## config.mk

```make
export PLATFORM = sky130hd
export DESIGN_NAME = boot_loader_flat
export DESIGN_NICKNAME = d
export VERILOG_FILES = /design/src/rtl/boot_loader_pkg.sv /design/src/rtl/boot_loader_if.sv /design/src/rtl/boot_loader_uart_rx.sv /design/src/rtl/boot_loader.sv /design/src/flat_wrapper.sv
export SDC_FILE = /design/constraint.sdc
export NUM_CORES = 1
export LEC_CHECK = 0
export ABC_AREA = 0
export ABC_CLOCK_PERIOD_IN_PS = 2340
export CAP_MARGIN = 20
export CORE_MARGIN = 4
export CORE_UTILIZATION = 53
export DETAILED_ROUTE_END_ITERATION = 6
export PLACE_DENSITY_LB_ADDON = 0.1
export RECOVER_POWER = 25
export SLEW_MARGIN = 10
export SYNTH_ARGS = -nofsm -noshare
export SYNTH_HDL_FRONTEND = slang
export SYNTH_HIERARCHICAL = 1
export SYNTH_SLANG_ARGS = --single-unit
```

## constraint.sdc

```tcl
create_clock -name clock -period 2.34 [get_ports clock]
set_clock_uncertainty 0.15 [all_clocks]
set_input_delay 0.468 -clock clock [delete_from_list [all_inputs] [get_ports clock]]
set_output_delay 0.468 -clock clock [all_outputs]
set_load 0.02 [all_outputs]
```

## src/rtl/boot_loader_pkg.sv

```systemverilog
// Shared types and constants for the UART program loader.
// State encodings, UART frame shape and default bit timing live here.
package boot_loader_pkg;

  typedef enum logic [1:0] {
    WAIT_LEN = 2'd0,
    LOAD     = 2'd1,
    DONE     = 2'd2
  } ld_state_t;

  typedef enum logic [1:0] {
    RX_IDLE  = 2'd0,
    RX_START = 2'd1,
    RX_DATA  = 2'd2,
    RX_STOP  = 2'd3
  } rx_state_t;

  localparam int DATA_BITS        = 8;
  localparam int STOP_BITS        = 1;
  localparam int DEF_CLKS_PER_BIT = 434;
  localparam int DEF_ADDR_W       = 8;
  localparam int TIMER_W          = 16;

  // A length byte of zero encodes a full 256-byte image.
  function automatic logic [8:0] len_to_count(input logic [7:0] len);
    return (len == 8'd0) ? 9'd256 : {1'b0, len};
  endfunction

endpackage

```

## src/rtl/boot_loader_if.sv

```systemverilog
// Instruction memory write port driven by the loader.
// Latency: n/a; backpressure: none, memory must accept one write per strobe.
interface boot_loader_if #(
  parameter int ADDR_W = 8
) ();
  logic              imem_w_en;
  logic [ADDR_W-1:0] imem_w_addr;
  logic [7:0]        imem_w_data;

  modport master (output imem_w_en, output imem_w_addr, output imem_w_data);
  modport slave  (input  imem_w_en, input  imem_w_addr, input  imem_w_data);
endinterface

```

## src/rtl/boot_loader_uart_rx.sv

```systemverilog
// 8N1 UART receiver: sync, mid-bit sampling, 1-cycle rx_valid or rx_ferr pulse.
// Latency: pulse 3 cycles after the stop-bit midpoint reaches rx; backpressure: none.
module boot_loader_uart_rx
  import boot_loader_pkg::*;
#(
  parameter int CLKS_PER_BIT = DEF_CLKS_PER_BIT
) (
  input  logic       clock,
  input  logic       reset,
  input  logic       rx,
  output logic       rx_valid,
  output logic [7:0] rx_data,
  output logic       rx_ferr
);

  localparam logic [TIMER_W-1:0] FULL_M1  = TIMER_W'(CLKS_PER_BIT - 1);
  localparam logic [TIMER_W-1:0] HALF_M1  = TIMER_W'(CLKS_PER_BIT / 2 - 1);
  localparam logic [2:0]         LAST_BIT = 3'(DATA_BITS - 1);

  logic                 rx_meta, rx_sync, rx_prev;
  rx_state_t            state_q, state_d;
  logic [TIMER_W-1:0]   cnt_q, cnt_d;
  logic [2:0]           bit_q, bit_d;
  logic [DATA_BITS-1:0] sh_q, sh_d;
  logic                 valid_q, valid_d;
  logic                 ferr_q, ferr_d;

  always_ff @(posedge clock or negedge reset) begin
    if (!reset) begin
      rx_meta <= 1'b1;
      rx_sync <= 1'b1;
      rx_prev <= 1'b1;
      state_q <= RX_IDLE;
      cnt_q   <= '0;
      bit_q   <= '0;
      sh_q    <= '0;
      valid_q <= 1'b0;
      ferr_q  <= 1'b0;
    end else begin
      rx_meta <= rx;
      rx_sync <= rx_meta;
      rx_prev <= rx_sync;
      state_q <= state_d;
      cnt_q   <= cnt_d;
      bit_q   <= bit_d;
      sh_q    <= sh_d;
      valid_q <= valid_d;
      ferr_q  <= ferr_d;
    end
  end

  always_comb begin
    state_d = state_q;
    cnt_d   = cnt_q;
    bit_d   = bit_q;
    sh_d    = sh_q;
    valid_d = 1'b0;
    ferr_d  = 1'b0;
    case (state_q)
      RX_IDLE: begin
        if (rx_prev && !rx_sync) begin
          state_d = RX_START;
          cnt_d   = '0;
        end
      end
      RX_START: begin
        // Start bit must still be low at its midpoint, otherwise it was a glitch.
        if (cnt_q == HALF_M1) begin
          cnt_d   = '0;
          bit_d   = '0;
          state_d = rx_sync ? RX_IDLE : RX_DATA;
        end else begin
          cnt_d = cnt_q + 1'b1;
        end
      end
      RX_DATA: begin
        if (cnt_q == FULL_M1) begin
          cnt_d = '0;
          sh_d  = {rx_sync, sh_q[DATA_BITS-1:1]};
          if (bit_q == LAST_BIT) state_d = RX_STOP;
          else                   bit_d   = bit_q + 1'b1;
        end else begin
          cnt_d = cnt_q + 1'b1;
        end
      end
      RX_STOP: begin
        if (cnt_q == FULL_M1) begin
          cnt_d   = '0;
          state_d = RX_IDLE;
          valid_d = rx_sync;
          ferr_d  = !rx_sync;
        end else begin
          cnt_d = cnt_q + 1'b1;
        end
      end
      default: state_d = RX_IDLE;
    endcase
  end

  assign rx_valid = valid_q;
  assign rx_data  = sh_q;
  assign rx_ferr  = ferr_q;

endmodule

```

## src/rtl/boot_loader.sv

```systemverilog
// UART program loader: length byte then image bytes into imem, then releases the CPU.
// Latency: write strobe 1 cycle after rx_valid; backpressure: none, bytes arrive at line rate.
module boot_loader
  import boot_loader_pkg::*;
#(
  parameter int CLKS_PER_BIT = DEF_CLKS_PER_BIT,
  parameter int ADDR_W       = DEF_ADDR_W
) (
  input  logic          clock,
  input  logic          reset,
  input  logic          rx,
  input  logic          reload,
  boot_loader_if.master imem,
  output logic          cpu_run,
  output logic          busy,
  output logic          frame_err
);

  logic       rx_valid;
  logic [7:0] rx_data;
  logic       rx_ferr;

  boot_loader_uart_rx #(
    .CLKS_PER_BIT(CLKS_PER_BIT)
  ) u_uart_rx (
    .clock    (clock),
    .reset    (reset),
    .rx       (rx),
    .rx_valid (rx_valid),
    .rx_data  (rx_data),
    .rx_ferr  (rx_ferr)
  );

  ld_state_t         state_q, state_d;
  logic [ADDR_W-1:0] addr_q, addr_d;
  logic [8:0]        rem_q, rem_d;
  logic              wen_q, wen_d;
  logic [7:0]        wdata_q, wdata_d;
  logic              run_q, run_d;
  logic              busy_q, busy_d;
  logic              ferr_q, ferr_d;

  always_ff @(posedge clock or negedge reset) begin
    if (!reset) begin
      state_q <= WAIT_LEN;
      addr_q  <= '0;
      rem_q   <= '0;
      wen_q   <= 1'b0;
      wdata_q <= '0;
      run_q   <= 1'b0;
      busy_q  <= 1'b0;
      ferr_q  <= 1'b0;
    end else begin
      state_q <= state_d;
      addr_q  <= addr_d;
      rem_q   <= rem_d;
      wen_q   <= wen_d;
      wdata_q <= wdata_d;
      run_q   <= run_d;
      busy_q  <= busy_d;
      ferr_q  <= ferr_d;
    end
  end

  always_comb begin
    state_d = state_q;
    addr_d  = addr_q;
    rem_d   = rem_q;
    wen_d   = 1'b0;
    wdata_d = wdata_q;
    // The address shown on the port is the one being written; it advances after the strobe.
    if (wen_q) addr_d = addr_q + 1'b1;
    case (state_q)
      WAIT_LEN: begin
        if (rx_valid) begin
          rem_d   = len_to_count(rx_data);
          addr_d  = '0;
          state_d = LOAD;
        end
      end
      LOAD: begin
        if (rx_valid) begin
          wen_d   = 1'b1;
          wdata_d = rx_data;
          rem_d   = rem_q - 1'b1;
          if (rem_q == 9'd1) state_d = DONE;
        end
      end
      DONE: begin
        if (reload) state_d = WAIT_LEN;
      end
      default: state_d = WAIT_LEN;
    endcase
    // cpu_run lags DONE by one cycle so it never overlaps the final strobe.
    run_d  = (state_q == DONE) && !reload;
    busy_d = (state_d == LOAD) || wen_d;
    ferr_d = ferr_q || rx_ferr;
  end

  assign imem.imem_w_en   = wen_q;
  assign imem.imem_w_addr = addr_q;
  assign imem.imem_w_data = wdata_q;
  assign cpu_run          = run_q;
  assign busy             = busy_q;
  assign frame_err        = ferr_q;

endmodule
```

## src/flat_wrapper.sv

```systemverilog
// flat-port wrapper written by rule: the top's interface ports become plain ports
module boot_loader_flat import boot_loader_pkg::*;
#(
  parameter int CLKS_PER_BIT = DEF_CLKS_PER_BIT,
  parameter int ADDR_W       = DEF_ADDR_W
)
  (clock, reset, rx, reload, cpu_run, busy, frame_err, imem_imem_w_en, imem_imem_w_addr, imem_imem_w_data);
  boot_loader_if #(.ADDR_W(ADDR_W)) imem_i ();
  input  logic clock;
  input  logic reset;
  input  logic rx;
  input  logic reload;
  output logic cpu_run;
  output logic busy;
  output logic frame_err;
  output wire logic [$bits(imem_i.imem_w_en)-1:0] imem_imem_w_en;
  output wire logic [$bits(imem_i.imem_w_addr)-1:0] imem_imem_w_addr;
  output wire logic [$bits(imem_i.imem_w_data)-1:0] imem_imem_w_data;
  assign imem_imem_w_en = imem_i.imem_w_en;
  assign imem_imem_w_addr = imem_i.imem_w_addr;
  assign imem_imem_w_data = imem_i.imem_w_data;
  boot_loader #(.CLKS_PER_BIT(CLKS_PER_BIT), .ADDR_W(ADDR_W)) u_core (.clock(clock), .reset(reset), .rx(rx), .reload(reload), .imem(imem_i), .cpu_run(cpu_run), .busy(busy), .frame_err(frame_err));
endmodule
```

# ---- Word level (Yosys, flattened, before mapping)
# Cells that the tools add are included.
# W data, S select, Z words.
dict set report word_totals {
  regBits 65
  in_bits 4
  out_inout_bits 20
  elab_cells 89
}
dict set report op_classes {
  add_sub_neg 4
  n_eq_ne 18
  muxes 33
  reduce_logical 17
}
# operator n
set op_table {}
lappend op_table {{$mux W16} 3}
lappend op_table {{$pmux W16 S3} 1}
lappend op_table {{$mux W9} 3}
lappend op_table {{$mux W8} 3}
lappend op_table {{$mux W2} 10}
lappend op_table {{$pmux W9 S2} 1}
lappend op_table {{$add A16 B1 Y16 const B} 1}
lappend op_table {{$eq A16 B8 Y1 const B} 1}
lappend op_table {{$eq A16 B9 Y1 const B} 1}
lappend op_table {{$ne A2 B2 Y1 const B} 8}
lappend op_table {{$eq A9 B1 Y1 const B} 1}
lappend op_table {{$mux W3} 3}
lappend op_table {{$sub A9 B1 Y9 const B} 1}
lappend op_table {{$add A8 B1 Y8 const B} 1}
lappend op_table {{$logic_not A8 Y1} 1}
lappend op_table {{$pmux W2 S4} 1}
lappend op_table {{$eq A2 B1 Y1 const B} 3}
lappend op_table {{$eq A2 B2 Y1 const B} 3}
lappend op_table {{$mux W1} 6}
lappend op_table {{$pmux W2 S3} 1}
lappend op_table {{$pmux W3 S2} 1}
lappend op_table {{$reduce_and A5 Y1} 1}
lappend op_table {{$logic_not A2 Y1} 2}
lappend op_table {{$reduce_and A2 Y1} 2}
lappend op_table {{9 further kinds} 13}

# ---- Logic depth before layout (Yosys ltp)
dict set report depth {
  ltp_word 6
  ltp_mapped 8
}

# ---- Modules after synthesis
# Netlist, hierarchy kept.
# mod instances cells_per_inst area_each_um2
set by_module_without_submodules {}
lappend by_module_without_submodules {boot_loader_uart_rx 1 155 1712.9}
lappend by_module_without_submodules {boot_loader 1 142 1545.2}

# ---- Least setup slack after synthesis
# No wires, ideal clock.
dict set report synth_path {
  path_kind {register to register}
  start {reg u_core.u_uart_rx.cnt_q[10]}
  end {reg u_core.u_uart_rx.cnt_q[2]}
  arrival_ns 1.890
  t_required_ns 2.052
  path_slack_ns 0.162
  path_stages_with_launch 7
  n_path_buf 1
  cell_sequence {dfrtp_1 > or4_4 > nor4_1 > o22ai_2 > buf_4 > a21oi_1 > a31oi_1}
}
dict set report synth_via {
  elab_chain_len 3
}
# item line
set synth_lines {}
lappend synth_lines {{from (decl)} boot_loader_uart_rx.sv:22} ;# logic [TIMER_W-1:0] cnt_q, cnt_d;
lappend synth_lines {{from (signal assigned)} boot_loader_uart_rx.sv:44} ;# cnt_q <= cnt_d;
lappend synth_lines {{$eq A16 B9 Y1 or $eq A16 B8 Y1 (tied branches)} {boot_loader_uart_rx.sv:77, boot_loader_uart_rx.sv:87, boot_loader_uart_rx.sv:68}}
lappend synth_lines {{$mux W16 (on tied branches)} {boot_loader_uart_rx.sv:77, boot_loader_uart_rx.sv:87, boot_loader_uart_rx.sv:68}}
lappend synth_lines {{$pmux W16 S3 (*)} boot_loader_uart_rx.sv:59} ;# case (state_q)
# Every way passes the cells marked *; elsewhere a longest branch is shown, timed or not.
# A chain may end at the register's enable or synchronous reset.

# ---- Worst setup path after layout
dict set report layout_path {
  start {reg u_core.u_uart_rx.cnt_q[10]}
  end {reg u_core.u_uart_rx.cnt_q[4]}
}
# The elaborated chain is that of the path after synthesis.

==> impl_metrics.yaml <==
setup_path:
  endpoint_kind: "flip-flop"
  required_ns: 2.39
  critPathKind: "reg -> reg"
  path_cells: "or4_4 -> nor4_4 -> o22ai_2 -> buf_4 -> a41oi_1 -> a31oi_1"
  path_buf_inv: 1
  cpLargestDelayFamily: "simple AND/OR/NAND/NOR gates"
  cp_max_fo: 17
  startpoint: "u_core/u_uart_rx/cnt_q[10]"
  worstSetupStartpointType: "flip-flop"
  cp_slowest_stage_delay_ns: 0.59
  crit_slowest_cell: "or4_4"
  r2r-start: "u_core/u_uart_rx/cnt_q[10]"
  crit_arrival_ns: 2.29
sta:
  slew_headroom_pct: 38.28
  hold_slack_ns: 0.2229
  finalWorstSetupSlack_ns: 0.09580
  worstMarginPinSlew_ns: 0.9259
  period_needed_ns: 2.244
  setup_violations: 0
  fin_crit_sh_pct: 95.91
  fmax_mhz: 445.6
  finalHoldViolCount: 0
  slew_violations: 0
clock_tree:
  clock-sinks: 65
  cts_tree: "built"
  root_buffer: "clkbuf_8"
  clk_pin_slew_ns: 0.07
  clk_latency_ns: 0.33
  cts.path.max_buffers: 2
  cts_setup_buffers: 0
  cts_max_level: 3
  numCtsBuffers: 9
finish:
  n_fill_cell: 511
  nets: 350
  areaGrowthSynthToFinish_pct: 18.13
  multi_input_area_sq_um: 1513
  area.sequential_sq_um: 1630
  drive_gt1_share_pct: 20.41
  antenna_cells: 0
power:
  sw_frac_of_total_pct: 29.46
  powerDensity_nw_per_um2: 696.4
  power_uw: 2680
  internal_power_uw: 1891
  comb_power_share_pct: 17.4
  ir_drop_v: 0.0004816
  p_seq_share_pct: 46.5
  p_sw_uw: 789.7
  clockPowerShare_pct: 36.1
  cellLeakagePower_uw: 0.001758
yosys:
  syn_nets: 309
  ys_ff_latch: 65
  yosysTopAreaCellShare_pct: 47.62
  avgSynthCellArea_sq_um: 10.97
  yosysTopAreaCell: "dfrtp_1"
  ys_top_cells_by_area: "dfrtp_1, mux2_2, ha_1, nand2_1, a31oi_1"
  synth_warnings: 6
  synthArstFlopShare_pct: 100.0
  synth_cells: 297
  ys.flop_type: "dfrtp_1"
  synth_cell_types: 56
  synth-edff-count: 0
  seq_area_frac_synth_pct: 50.04
  synth.cell_area_sq_um: 3258
detailed_routing:
  wl_per_cell_um: 15.35
  vias: 2445
  routed_wirelength_um: 6416
  ant_nets: 0
  drt_iter0_drc: 147
  via_per_inst: 5.849
  drc: 0
  drtPass1Iterations: 4
floorplanning:
  die-area_sq_um: 7466
  fp.dieW_um: 86.41
  pin_count: 24
  die_h_um: 86.41
  core-area_sq_um: 5956
  num_rows: 28
  initial_core_util_pct: 54.71
global_route:
  antenna_found_initial: 0
  grtUsageTotal_pct: 18.50
  grt_start_max_net_pins: 66
  grt_pass1_wl_um: 10950
  first_global_vias: 2322
  grt_overflow: 0
placed_design:
  dp_hpwl_um: 4261
  dpl_worst_slack_ns: 0.09995
  gp_congestion: 0.7694
  portBuffers: 23
run:
  maxCapViolCount: 0
worst_hold_path:
  hp-class: "reg -> reg"
  worstHoldStart: "u_core/u_uart_rx/rx_meta"
outcome:
  status: "complete, no violations"
==> power by group through the flow <==
stage | registers [uW] | logic, uW | clock network (uW)
after CTS | 1240 | 471 | 997
after global placement | 1260 | 454 | 0
after global routing | 1260 | 520 | 1050
after detailed placement | 1260 | 468 | 0
after floorplan | 1260 | 312 | 0
final | 1250 | 467 | 968
==> cells by family (layout without fill, tap and decap cells) <==
| group | count (synthesis) | in the layout | share of synthesized area, % |
|---|---|---|---|
| xor gates and xnor gates | 7 | 7 | 1.882 |
| DFF | 65 | 65 | 50.04 |
| buffers and inverters | 23 | 69 | 3.725 |
| adders and majority gates | 8 | 8 | 3.072 |
| and+or+nand+nor | 104 | 104 | 20.20 |
| AOI/OAI and AO/OA | 71 | 71 | 14.63 |
| muxes | 19 | 19 | 6.452 |
==> area by class of cell <==
type | count | share of cell area (%)
Sequential cell | 65 | 42.36
Multi-Input combinational cell | 209 | 39.30
Timing Repair Buffer | 42 | 9.525
Clock buffer | 10 | 3.576
Tap cell | 75 | 2.438
Clock inverter | 6 | 1.723
Inverter | 11 | 1.073
==> state kept, by name, indices dropped and copies added, names as in the netlist, named ones only <==
| signal | count |
|---|---|
| u_core/u_uart_rx/cnt_q | 16 |
| u_core/rem_q | 9 |
| u_core/imem.imem_w_addr | 8 |
| u_core/imem.imem_w_data | 8 |
| u_core/u_uart_rx/rx_data | 8 |
| u_core/u_uart_rx/bit_q | 3 |
| u_core/state_q | 2 |
| u_core/busy | 1 |
| u_core/cpu_run | 1 |
| u_core/frame_err | 1 |
| u_core/imem.imem_w_en | 1 |
| u_core/u_uart_rx/rx_ferr | 1 |
| u_core/u_uart_rx/rx_meta | 1 |
| u_core/u_uart_rx/rx_prev | 1 |
| u_core/u_uart_rx/rx_sync | 1 |
| u_core/u_uart_rx/rx_valid | 1 |
| u_core/u_uart_rx/state_q | 1 |
==> metal layers <==
layer  wire length, um  share of wire, %  global-route usage [%]  up-vias
met5                 0                 0                       0        -
met4                29              0.45                   5.241        0
li1                  -                 -                       -     1198
met1              3254                51                   26.65     1190
met2              2864                45                   27.54       55
met3               268               4.2                   5.038        2
==> worst paths after layout <==
kind	endpoint	slack [ns]	depth (start not counted)
setup / recovery	u_core/u_uart_rx/cnt_q[4]	0.1	6
hold / removal	u_core/u_uart_rx/rx_sync	0.22	0
setup reg to reg	u_core/u_uart_rx/cnt_q[4]	0.1	6
hold reg to reg	u_core/u_uart_rx/rx_sync	0.22	0
max in group asynchronous	u_core/u_uart_rx/rx_data[3]	0.74	3
min in group asynchronous	u_core/imem.imem_w_addr[0]	0.74	3
==> timing repair <==
item | 4_1_cts | 5_1_grt
gates resized for setup | 0 | 1
endpoints found under the setup margin | 0 | 6
hold buffers | 1 | 0
hold endpoints to repair | 24 | 0
==> Yosys cell counts (4+ instances only) <==
cell type	instances
o211ai_1	4
xor2_1	5
nor2_1	14
a31oi_1	13
a41oi_1	7
nor3_1	5
ha_1	8
o21ai_0	13
dfrtp_1	62
o31ai_1	4
nand2_1	24
clkbuf_1	6
nand3_1	11
nor4_1	4
a21oi_1	14
buf_6	4
mux2_2	16
a22o_1	5
nand4_1	5
nor2b_1	4
inv_1	11
==> stage by stage <==
step / instances / instance area (sq um) / utilization (%) / TNS, ns
detailed placement: 401 / 3645 / 61.20 / 0
finish: 418 / 3849 / 64.62 / 0
global route: 418 / 3849 / 64.62 / -0.0004363
floorplan: 297 / 3258 / - / 0
global placement: 401 / 3645 / 61.20 / 0
CTS: 418 / 3859 / 64.79 / 0
==> layout by cell type, fill, tap and decap left out, types with 3 or more instances in the layout <==
master,synthesis,layout
a21oi_1,14,14
nor2_1,14,14
mux2_2,16,16
or4bb_1,3,3
a41oi_1,7,7
dfrtp_1,62,62
xor2_1,5,5
buf_4,1,16
inv_1,11,11
clkdlybuf4s50_1,0,21
or3b_2,3,3
nor4_1,4,3
nand3_1,11,11
a31oi_1,13,13
nor2b_1,4,4
nor3_1,5,5
nand4_1,5,5
o21ai_0,13,13
a22o_1,5,5
ha_1,8,8
nand2_1,24,24
nand2b_1,3,3
nor4b_1,3,3
o31ai_1,4,4
mux2i_1,3,3
clkinvlp_4,0,3
o211ai_1,4,4
and3_1,3,3
clkbuf_8,0,10
Note: power is estimated with default switching activity, not from simulation.
